`src/rtl/alu_4bit_if.sv`:
```
// Operand/select and result/flag bundle for the registered 4-bit ALU.
// The master drives operands and select; the ALU (slave) returns result and flags.
interface alu_4bit_if;
  logic [3:0] A;
  logic [3:0] B;
  logic [1:0] select;
  logic [3:0] out;
  logic       zero;
  logic       carry;
  logic       sign;
  logic       parity;
  logic       overflow;

  modport master (
    output A, B, select,
    input  out, zero, carry, sign, parity, overflow
  );

  modport slave (
    input  A, B, select,
    output out, zero, carry, sign, parity, overflow
  );
endinterface

```
`src/rtl/alu_4bit.sv`:
```
// Single-cycle registered 4-bit ALU (add, sub, AND, OR) with zero, carry/borrow,
// sign, parity and signed-overflow flags; all flags derive from the current result.
module alu_4bit (
  input  logic       clk,
  input  logic       rst,
  alu_4bit_if.slave  bus
);

  localparam logic [1:0] OP_ADD = 2'b00;
  localparam logic [1:0] OP_SUB = 2'b01;
  localparam logic [1:0] OP_AND = 2'b10;
  localparam logic [1:0] OP_OR  = 2'b11;

  function automatic logic parity4(input logic [3:0] v);
    return ^v;
  endfunction

  logic [4:0] inter_s;
  logic [3:0] result_s;
  logic       overflow_s;

  logic [3:0] out_r;
  logic       zero_r;
  logic       carry_r;
  logic       sign_r;
  logic       parity_r;
  logic       overflow_r;

  assign result_s = inter_s[3:0];

  // 5-bit intermediate; bit 4 is carry-out on add and borrow on subtract
  always_comb begin
    inter_s = 5'b0_0000;
    case (bus.select)
      OP_ADD:  inter_s = {1'b0, bus.A} + {1'b0, bus.B};
      OP_SUB:  inter_s = {1'b0, bus.A} - {1'b0, bus.B};
      OP_AND:  inter_s = {1'b0, bus.A & bus.B};
      OP_OR:   inter_s = {1'b0, bus.A | bus.B};
      default: inter_s = 5'b0_0000;
    endcase
  end

  // Signed overflow: operand signs vs. result sign, only for arithmetic ops
  always_comb begin
    overflow_s = 1'b0;
    case (bus.select)
      OP_ADD:  overflow_s = (bus.A[3] == bus.B[3]) && (result_s[3] != bus.A[3]);
      OP_SUB:  overflow_s = (bus.A[3] != bus.B[3]) && (result_s[3] != bus.A[3]);
      OP_AND:  overflow_s = 1'b0;
      OP_OR:   overflow_s = 1'b0;
      default: overflow_s = 1'b0;
    endcase
  end

  // Output registers; reset clears everything including the zero flag
  always_ff @(posedge clk) begin
    if (rst) begin
      out_r      <= 4'b0000;
      zero_r     <= 1'b0;
      carry_r    <= 1'b0;
      sign_r     <= 1'b0;
      parity_r   <= 1'b0;
      overflow_r <= 1'b0;
    end else begin
      out_r      <= result_s;
      zero_r     <= (result_s == 4'b0000);
      carry_r    <= inter_s[4];
      sign_r     <= result_s[3];
      parity_r   <= parity4(result_s);
      overflow_r <= overflow_s;
    end
  end

  assign bus.out      = out_r;
  assign bus.zero     = zero_r;
  assign bus.carry    = carry_r;
  assign bus.sign     = sign_r;
  assign bus.parity   = parity_r;
  assign bus.overflow = overflow_r;

endmodule

```
`src/flat_wrapper.sv`:
```
// flat-port wrapper written by rule: the top's interface ports become plain ports
module alu_4bit_flat 
  (clk, rst, bus_A, bus_B, bus_select, bus_out, bus_zero, bus_carry, bus_sign, bus_parity, bus_overflow);
  alu_4bit_if bus_i ();
  input  logic clk;
  input  logic rst;
  input wire logic [$bits(bus_i.A)-1:0] bus_A;
  input wire logic [$bits(bus_i.B)-1:0] bus_B;
  input wire logic [$bits(bus_i.select)-1:0] bus_select;
  output wire logic [$bits(bus_i.out)-1:0] bus_out;
  output wire logic [$bits(bus_i.zero)-1:0] bus_zero;
  output wire logic [$bits(bus_i.carry)-1:0] bus_carry;
  output wire logic [$bits(bus_i.sign)-1:0] bus_sign;
  output wire logic [$bits(bus_i.parity)-1:0] bus_parity;
  output wire logic [$bits(bus_i.overflow)-1:0] bus_overflow;
  assign bus_i.A = bus_A;
  assign bus_i.B = bus_B;
  assign bus_i.select = bus_select;
  assign bus_out = bus_i.out;
  assign bus_zero = bus_i.zero;
  assign bus_carry = bus_i.carry;
  assign bus_sign = bus_i.sign;
  assign bus_parity = bus_i.parity;
  assign bus_overflow = bus_i.overflow;
  alu_4bit u_core (.clk(clk), .rst(rst), .bus(bus_i));
endmodule
```
`config.mk`:
```
export PLATFORM = sky130hd
export DESIGN_NAME = alu_4bit_flat
export DESIGN_NICKNAME = d
export VERILOG_FILES = /design/src/rtl/alu_4bit_if.sv /design/src/rtl/alu_4bit.sv /design/src/flat_wrapper.sv
export SDC_FILE = /design/constraint.sdc
export NUM_CORES = 1
export LEC_CHECK = 0
export CORE_AREA = 2 2 39 41
export DETAILED_ROUTE_END_ITERATION = 10
export DIE_AREA = 0 0 41 43
export DONT_BUFFER_PORTS = 1
export PLACE_DENSITY_LB_ADDON = 0.3
export SLEW_MARGIN = 15
export SYNTH_ARGS = -nofsm -noshare
export SYNTH_HDL_FRONTEND = slang
export SYNTH_SLANG_ARGS = --single-unit
export TNS_END_PERCENT = 100
```
`constraint.sdc`:
```
create_clock -name clk -period 3.4 [get_ports clk]
set_input_delay 0.85 -clock clk [delete_from_list [all_inputs] [get_ports clk]]
set_output_delay 0.85 -clock clk [all_outputs]
set_load 0.02 [all_outputs]
```
==> run_results.csv <==
group,metric,value,unit
critical_path,cpPeakStageDelay,0.53,ns
cts,cts_tree,"yes",
placement,portBuffers,0,
detailed_routing,first_pass_iters,4,
critical_path,cp_data_arrival_time,2.86,ns
synth,synth_nets,104,
cells_and_area,final_area,698,µm²
critical_path,crit_required,3.57,ns
cts,cts_setup_buffers,0,
timing,worstMarginPinSlew,0.383,ns
timing,min_period,2.69,ns
power,max-vdd-ir-drop,148,µV
synth,syn_inst,81,
timing,setup_viol,0,
grt,grt_max_degree,13,
power,power.total,0.288,mW
grt,track_usage,16.1,%
cts,postCtsHoldBufs,0,
timing,timing.fmax,372,MHz
floorplanning,rows,14,
placement,gp_congestion,0.730,
timing,hold_viol,0,
cts,path_clk_slew,0.05,ns
floorplanning,pin_count,21,
cells_and_area,drive_above_1_share,3.70,%
synth,syn_area_per_cell,8.37,µm²
cts,numCtsBuffers,3,
power,p_per_area,412,mW/mm²
min_path,hp-class,"input port to flip-flop",
critical_path,crit_fanout,4,
critical_path,cp-start-kind,"input port",
grt,grt-ovfl-total,0,
grt,antenna_found_initial,0,
timing,fin_crit_sh,79.0,%
timing,tns,0,ns
run,maxCapViolCount,0,
placement,dpl.hpwl,998,µm
cells_and_area,layout.nets,106,
status,outcome,"finished, final reports clean",
detailed_routing,wl_per_cell,12.0,µm
min_path,hold_depth,1,
cts,clkSinkCount,8,
floorplanning,die_w,41,µm
detailed_routing,vias,516,
timing,slew_headroom,74.2,%
floorplanning,die_h,43,µm
grt,grt_pass1_vias,504,
detailed_routing,avgViaCountPerCell,5.32,
placement,place_area,676,µm²
synth,syn-cell-area,678,µm²
critical_path,slowest_stage,"fa_1",
detailed_routing,drtIter0Drc,10,
cts,cts_buffer_depth,2,
timing,setup_ws,0.714,ns
cells_and_area,diodes,0,
detailed_routing,wl,1.17,mm
placement,pre_cts_slack,0.461,ns
cells_and_area,post-route-util,50.5,%
synth,synth.distinct_cells,28,
cells_and_area,area_delta_synth_final,2.95,%
synth,ys_seq_area_share,23.6,%
cts,cts.repair.resized,0,
timing,drv_slew,0,
critical_path,crit_path_end_kind,"flip-flop",
cells_and_area,fill_cells,135,
floorplanning,core-area,0.00138,mm²
grt,grt_pass1_wl,1.99,mm
power,p_leak,0.352,nW
cts,cts_root_buffer,"clkbuf_4",
detailed_routing,ant_nets,0,
detailed_routing,drc,0,
timing,rsz0062_at_grt,"no",
floorplanning,start_util,49.0,%
critical_path,crit_chain,"inv_1 > ha_1 > nand2_1 > o21ai_0 > fa_1 > inv_1 > o21ai_0 > ha_1 > xnor2_1 > mux2i_1",
critical_path,worst-setup-path-type,"input port to flip-flop",
floorplanning,die_area,0.00176,mm²
cts,cts-htree-levels,1,
synth,synth_seq_cells,8,
synth,yosysWarnings,0,
==> where the power goes <==
group / total, mW / leakage, nW / internal (mW) / switching, mW
Combinational: 0.0936 / 0.272 / 0.0471 / 0.0465
Clock: 0.0676 / 0.0138 / 0.0401 / 0.0276
Sequential: 0.127 / 0.0662 / 0.106 / 0.0207
==> layout make-up <==
cell class / instances / area [µm²] / share of cell area (%)
Clock buffer: 3 / 22.5 / 3.23
Sequential cell: 8 / 160 / 22.9
Inverter: 14 / 52.6 / 7.53
Multi-Input combinational cell: 56 / 443 / 63.4
Tap cell: 16 / 20.0 / 2.87
==> flip-flops by register name, summed over array words and instances, names as in the netlist <==
register             count
u_core.bus.sign          1
u_core.bus.carry         1
u_core.bus.parity        1
u_core.bus.zero          1
u_core.bus.overflow      1
u_core.bus.out           3
==> metrics by stage <==
stage | hold WS, ns | std cells
detailed placement | 0.927 | 94
finish | 0.676 | 97
global placement | 0.926 | 94
global route | 0.666 | 97
floorplan | 0.922 | 81
CTS | 0.669 | 97
==> Yosys cell counts <==
cell type,n,area [µm²]
inv_1,14,52.6
ha_1,10,125
dfxtp_1,8,160
nor2_1,6,22.5
o21ai_0,6,30.0
xnor2_1,5,43.8
nand2_1,4,15.0
a21oi_1,3,15.0
mux2i_1,3,30.0
a21o_1,2,15.0
nand2b_1,2,12.5
or3_1,2,12.5
a32o_1,1,10.0
and4_1,1,8.76
buf_4,1,7.51
buf_6,1,11.3
clkbuf_1,1,3.75
fa_1,1,20.0
nand3_1,1,5.00
nor2b_1,1,6.26
nor3_1,1,5.00
nor4_1,1,6.26
o211ai_1,1,7.51
o21ai_1,1,5.00
o311ai_1,1,8.76
o31ai_1,1,7.51
xnor3_1,1,22.5
xor2_1,1,8.76
==> worst paths after layout <==
| kind | to | start | slack [ns] |
|---|---|---|---|
| setup / recovery | u_core.bus.parity | bus_B[0] | 0.71 |
| hold / removal | u_core.bus.out[1] | rst | 0.68 |
==> metal layers <==
metal | part of all wire (%) | GRT usage (%)
met3 | 5.7 | 1.05
met4 | 1.4 | 8.00
met2 | 51 | 25.0
met1 | 42 | 21.2
met5 | 0 | 0
==> cells by family after synthesis <==
group | Yosys count | synth area share (%)
compound gates | 16 | 14.6
xor+xnor | 7 | 11.1
fa+ha+maj | 11 | 21.4
buf+inv | 17 | 11.1
flops | 8 | 23.6
mux | 3 | 4.43
simple gates | 19 | 13.8
==> cells in the final DEF, fill, tap and decap left out, drive strengths merged <==
master	instances
nor4	1
xnor2	5
a21oi	3
o311ai	1
nor3	1
o31ai	1
fa	1
a32o	1
a21o	2
xnor3	1
o211ai	1
clkbuf	3
or3	2
ha	10
inv	14
xor2	1
mux2i	3
dfxtp	8
nand2	4
and4	1
o21ai	7
nor2	6
nand3	1
nand2b	2
nor2b	1
==> critical path: cells and delay by family <==
kind	cells	cell delay, ns
xor gates and xnor gates	1	0.20
and+or+nand+nor	1	0.06
AOI/OAI and AO/OA	2	0.38
buffers and inverters	2	0.06
adders and majority gates	3	1.10
muxes	1	0.21
Note: power is estimated with default switching activity, not from simulation.
